--- src/rtl/score_keeper.sv ---
// score_keeper: round FSM turning frame ticks into a saturating score, with high score and speed level.
module score_keeper #(
    parameter int SCORE_W         = 13,
    parameter int MAX_SCORE       = 6399,
    parameter int TICKS_PER_POINT = 8,
    parameter int LEVEL_STEP      = 100
) (
    input  logic               clk2,
    input  logic               reset,
    input  logic               tick,
    input  logic               start,
    input  logic               collision,
    output logic [SCORE_W-1:0] score,
    output logic [SCORE_W-1:0] high_score,
    output logic [2:0]         speed_level,
    output logic               level_up,
    output logic               running,
    output logic               game_over
);
    localparam int TW = $clog2(TICKS_PER_POINT) + 1;
    localparam int PW = $clog2(LEVEL_STEP) + 1;
    localparam logic [TW-1:0]      T_LAST = TW'(TICKS_PER_POINT - 1);
    localparam logic [PW-1:0]      P_LAST = PW'(LEVEL_STEP - 1);
    localparam logic [SCORE_W-1:0] S_MAX  = SCORE_W'(MAX_SCORE);

    typedef enum logic [1:0] {IDLE, RUN, OVER} state_t;

    state_t             state_q, state_d;
    logic [SCORE_W-1:0] score_q, score_d, high_q, high_d;
    logic [TW-1:0]      tick_q, tick_d;
    logic [PW-1:0]      pts_q, pts_d;
    logic [2:0]         level_q, level_d;
    logic               level_up_q, level_up_d, running_q, game_over_q;

    always_comb begin
        state_d    = state_q;
        score_d    = score_q;
        high_d     = high_q;
        tick_d     = tick_q;
        pts_d      = pts_q;
        level_d    = level_q;
        level_up_d = 1'b0;
        if (state_q != RUN) begin
            if (start) begin
                state_d = RUN;
                score_d = '0;
                tick_d  = '0;
                pts_d   = '0;
                level_d = '0;
            end
        end else if (collision) begin
            state_d = OVER;
            high_d  = (score_q > high_q) ? score_q : high_q;
        end else if (tick) begin
            tick_d = (tick_q == T_LAST) ? '0 : tick_q + 1'b1;
            // pts_cnt and level freeze once the score saturates
            if (tick_q == T_LAST && score_q < S_MAX) begin
                score_d = score_q + 1'b1;
                pts_d   = (pts_q == P_LAST) ? '0 : pts_q + 1'b1;
                if (pts_q == P_LAST && level_q != 3'd7) begin
                    level_d    = level_q + 1'b1;
                    level_up_d = 1'b1;
                end
            end
        end
    end

    always_ff @(posedge clk2 or negedge reset) begin
        if (!reset) begin
            state_q     <= IDLE;
            score_q     <= '0;
            high_q      <= '0;
            tick_q      <= '0;
            pts_q       <= '0;
            level_q     <= '0;
            level_up_q  <= 1'b0;
            running_q   <= 1'b0;
            game_over_q <= 1'b0;
        end else begin
            state_q     <= state_d;
            score_q     <= score_d;
            high_q      <= high_d;
            tick_q      <= tick_d;
            pts_q       <= pts_d;
            level_q     <= level_d;
            level_up_q  <= level_up_d;
            running_q   <= (state_d == RUN);
            game_over_q <= (state_d == OVER);
        end
    end

    assign score       = score_q;
    assign high_score  = high_q;
    assign speed_level = level_q;
    assign level_up    = level_up_q;
    assign running     = running_q;
    assign game_over   = game_over_q;
endmodule

--- config.mk ---
export PLATFORM = sky130hd
export DESIGN_NAME = score_keeper
export DESIGN_NICKNAME = d
export VERILOG_FILES = /design/src/rtl/score_keeper.sv
export SDC_FILE = /design/constraint.sdc
export NUM_CORES = 1
export LEC_CHECK = 0
export CORE_ASPECT_RATIO = 1.5
export CORE_UTILIZATION = 40
export CTS_CLUSTER_SIZE = 24
export DETAILED_ROUTE_END_ITERATION = 8
export SYNTH_ARGS = -nofsm -noshare
export SYNTH_HDL_FRONTEND = slang
export SYNTH_SLANG_ARGS = --single-unit
--- constraint.sdc ---
create_clock -name clk2 -period 5.6 [get_ports clk2]
set_input_delay 1.4 -clock clk2 [delete_from_list [all_inputs] [get_ports clk2]]
set_output_delay 1.4 -clock clk2 [all_outputs]
set_load 0.05 [all_outputs]
==> results.md <==
Route:
- The residual DRC count is 0.
- The number of antenna-violating nets in the routed design is 0.
- The mean routed wirelength per cell is approximately 17 µm.
- Using the TritonRoute via totals, the vias-per-cell ratio works out to 5.805.
- Wires add up to between 6000 and 7000 µm.
- The total vias in the final route is around 2100.
- The violation count after the first detailed-route iteration is 62.
- The first detailed-routing pass ran for 4 iterations.

Global route:
- The initial antenna violation count is 0.
- The first global-routing pass estimated 9991 µm of wire.
- The number of global-route vias before repair is around 2100.
- Entering global routing, the biggest net connects 47 pins.
- The global-route total usage across every layer is 0.1990.
- The global-route congestion overflow total is 0.

Run status:
- The run finished with clean final reports.

STA:
- The relative slew slack is 0.3147.
- The aggregate negative setup slack is 0 ps.
- Timing would allow up to 309.3 MHz.
- The largest clock skew in the final design is 7.535 ps.
- Setup violations remaining at the end of the flow were counted as 0.
- The number of hold violations in the final report is 0.
- The transition time of the tightest slew-check pin is 1028 ps.
- The number of max-slew violations in the final report was 0.
- Setup repair after global routing left no endpoint under its margin.
- Dividing the final minimum period by the clock period gives 0.5773.
- The setup slack after layout is between 2000 and 2500 ps.
- The shortest clock period the worst path allows after layout is between 3000 and 4000 ps.

Finish:
- The total area of multi-input combinational cells is 1303 µm².
- The net total in the final layout is 314.
- The area used by sequential logic in the layout is 1151 µm².
- Of the cells placed in the final design, the portion with a size suffix greater than 1 is 0.1069.
- The growth of design area from synthesis to finish is 19.88%.
- The number of standard cells in the layout, taps in and fillers out is ~360.
- The count of fill cells added during filler insertion is 602.
- Measured on the finished design, the core utilization comes to 0.4973.
- 0 antenna diodes ended up in the layout.

Placement:
- The number of placed instances, taps included, is around 360.
- The half-perimeter wire length after detailed placement is 4358 µm.
- At the placement stage, the worst setup path has a slack of 2099 ps.
- Port buffering added 36 buffers.
- The congestion estimate from routability-driven global placement came to ~0.84.

Die:
- The chip width is 67.34 µm.
- The core area is 6175 µm².
- The effective utilization at floorplan is 0.4148.
- The die is 100.0 µm tall.
- The count of standard-cell rows is 35.
- 37 I/O pins were placed.
- The die covers 6734 µm².

Critical path:
- The end point of the critical path is score[8].
- For this run, the slowest stage of the critical path takes 890 ps.
- Along the worst path, the maximum fanout reaches 13.
- Among cell families on the critical path, the largest total delay comes from buffers and inverters.
- The total buffers and inverters traversed by the critical path is 1.
- The launching instance or port of the critical path is score[8].
- The endpoint identified for the worst register-to-register timing path is pts_q[2].
- The type of element launching the critical path is a flop.
- The endpoint class of the critical path is an output pin.
- Data arrives at the worst endpoint at 1830 ps.
- The worst setup path category is flop to output pin.
- For this design, the slowest cell found on the critical path is sky130_fd_sc_hd__clkdlybuf4s50_1.
- The required time at the worst-slack endpoint is 4200 ps.
- The flop-to-flop setup slack is 3000 ps.
- For the worst flop-to-flop path, the logic depth is 7.
- The total number of cells along the worst setup path is 1.
- The critical path goes through clkdlybuf4s50_1.
- In this run the critical register-to-register path is launched from tick_q[0].

CTS:
- The clock transition time at the flip-flop clock pins of the worst setup and hold paths is 80 ps.
- Post-CTS timing repair inserted 0 buffers for setup.
- The number of resized instances in the post-cts repair step is 0.
- The root buffer selected by CTS is sky130_fd_sc_hd__clkbuf_8.
- The clock passes through at most 2 buffers.
- In this run the number of H-tree levels came out at 2.
- The CTS sink count is 46.
- Clock tree synthesis inserted a total of 5 buffers.
- The clock tree from TritonCTS is built.
- The clock insertion delay at the later pin of the skew report is 300 ps.
- The hold buffer count at CTS is 0.

Synthesis:
- Ranked by instance count, the synthesized netlist is headed by sky130_fd_sc_hd__dfrtp_1, sky130_fd_sc_hd__o31ai_1, sky130_fd_sc_hd__ha_1.
- Of the post-synthesis cell area, the dominant cell type holds 0.4494.
- The async set-reset flop share out of synthesis is 1.000.
- In the post-synthesis netlist, the cell with the most instances is sky130_fd_sc_hd__dfrtp_1.
- The synthesis warning total is 0.
- Dividing the synthesized area by the synthesized cell count gives 10.04 µm².
- The number of standard cells after synthesis is 255.
- The synthesized design contains 0 enable-type register cells.
- The most used flip-flop cell after synthesis is sky130_fd_sc_hd__dfrtp_1.
- The synthesized netlist net count is about 280.
- Yosys mapped the design onto 44 distinct sky130hd cell types.
- In the post-synthesis netlist, the biggest area contributors are sky130_fd_sc_hd__dfrtp_1, sky130_fd_sc_hd__ha_1, sky130_fd_sc_hd__o31ai_1, sky130_fd_sc_hd__mux2_2, sky130_fd_sc_hd__o21ai_0.
- The area of the mapped netlist is 2561 µm².
- The synthesized design contains 46 register bits.
- The share of the yosys chip area belonging to registers is 0.4494.
- The biggest area contributor in the post-synthesis netlist is sky130_fd_sc_hd__dfrtp_1.

Pwr:
- The ratio of total power to cell area is 314.6 nW/µm².
- The overall power consumption is 965.9 µW.
- The worst-case IR drop observed on VDD is 0.1583 mV.
- The reported leakage power is 1.355 nW.

Job:
- Max-cap violations in this run came to 0.

Min path:
- The type of the tightest min-delay check is flop to flop.
cell families (layout without fill, tap and decap cells):
family | after synthesis | count (layout) | synth area share
flops | 46 | 46 | 0.4494
fa+ha+maj | 18 | 18 | 0.08794
compound gates | 75 | 75 | 0.2018
buf+inv | 27 | 62 | 0.04201
simple gates | 75 | 75 | 0.1563
mux | 14 | 14 | 0.06253
stage by stage:
step / instance area (µm²) / hold slack [ps]
finish: 3070 / 476.0
global route: 3070 / 513.9
CTS: 3070 / 474.1
detailed placement: 2988 / 463.2
global placement: 2988 / 455.8
floorplan: 2561 / 438.4
where the power goes:
group	total, mW	internal (mW)	switching, mW
Sequential	0.401	0.368	0.0330
Clock	0.201	0.0953	0.105
Combinational	0.364	0.126	0.238
final cells by class:
class / count / share of cell area
multi-input combinational: 182 / 0.4242
sequential: 46 / 0.3749
clock buffer: 6 / 0.02689
inverter: 17 / 0.02078
timing repair buffer: 39 / 0.1231
tap: 74 / 0.03015
layer usage:
layer,track usage,up-vias,part of all wire,wire [µm]
met5,0,-,0,0
met4,0.09656,0,0.023,136
met3,0.03409,12,0.022,134
met2,0.3331,39,0.53,3207
met1,0.2406,1040,0.42,2560
li1,-,1022,-,-
cell usage in the layout, fill, tap and decap left out, types with 2 or more instances in the layout:
cell / Yosys / layout
sky130_fd_sc_hd__nor2b_1: 3 / 3
sky130_fd_sc_hd__or3_1: 2 / 2
sky130_fd_sc_hd__nor2_1: 16 / 16
sky130_fd_sc_hd__o21a_1: 2 / 2
sky130_fd_sc_hd__mux2_2: 12 / 12
sky130_fd_sc_hd__a31oi_1: 4 / 4
sky130_fd_sc_hd__nand4_1: 3 / 3
sky130_fd_sc_hd__ha_1: 18 / 18
sky130_fd_sc_hd__a22o_1: 2 / 2
sky130_fd_sc_hd__inv_1: 17 / 17
sky130_fd_sc_hd__nand2_1: 15 / 15
sky130_fd_sc_hd__clkbuf_8: 0 / 6
sky130_fd_sc_hd__a22o_2: 2 / 2
sky130_fd_sc_hd__clkdlybuf4s50_1: 0 / 35
sky130_fd_sc_hd__a41oi_1: 4 / 4
sky130_fd_sc_hd__o31ai_1: 20 / 20
sky130_fd_sc_hd__o41ai_1: 5 / 5
sky130_fd_sc_hd__nand3b_1: 2 / 2
sky130_fd_sc_hd__a21oi_1: 10 / 10
sky130_fd_sc_hd__o21ai_1: 2 / 2
sky130_fd_sc_hd__nand3_1: 14 / 14
sky130_fd_sc_hd__and2_1: 4 / 4
sky130_fd_sc_hd__and3_1: 8 / 8
sky130_fd_sc_hd__o21ai_0: 16 / 16
sky130_fd_sc_hd__buf_4: 0 / 3
sky130_fd_sc_hd__dfrtp_1: 46 / 46
sequential cells by signal (all words and copies together), names as in the netlist:
| register | count |
|---|---|
| running | 1 |
| score | 13 |
| tick_q | 4 |
| game_over | 1 |
| high_score | 13 |
| level_up | 1 |
| state_q | 2 |
| speed_level | 3 |
| pts_q | 8 |
worst min path at each step:
stage / startpoint / to / cells past startpoint
6_report: tick_q[3] / tick_q[3] / 1
5_1_grt: pts_q[7] / pts_q[7] / 1
4_1_cts: tick_q[3] / tick_q[3] / 1
3_5_place_dp: tick_q[3] / tick_q[3] / 1
3_3_place_gp: tick_q[3] / tick_q[3] / 1
2_1_floorplan: tick_q[3] / tick_q[3] / 1
Power figures use the tool's default switching activity.
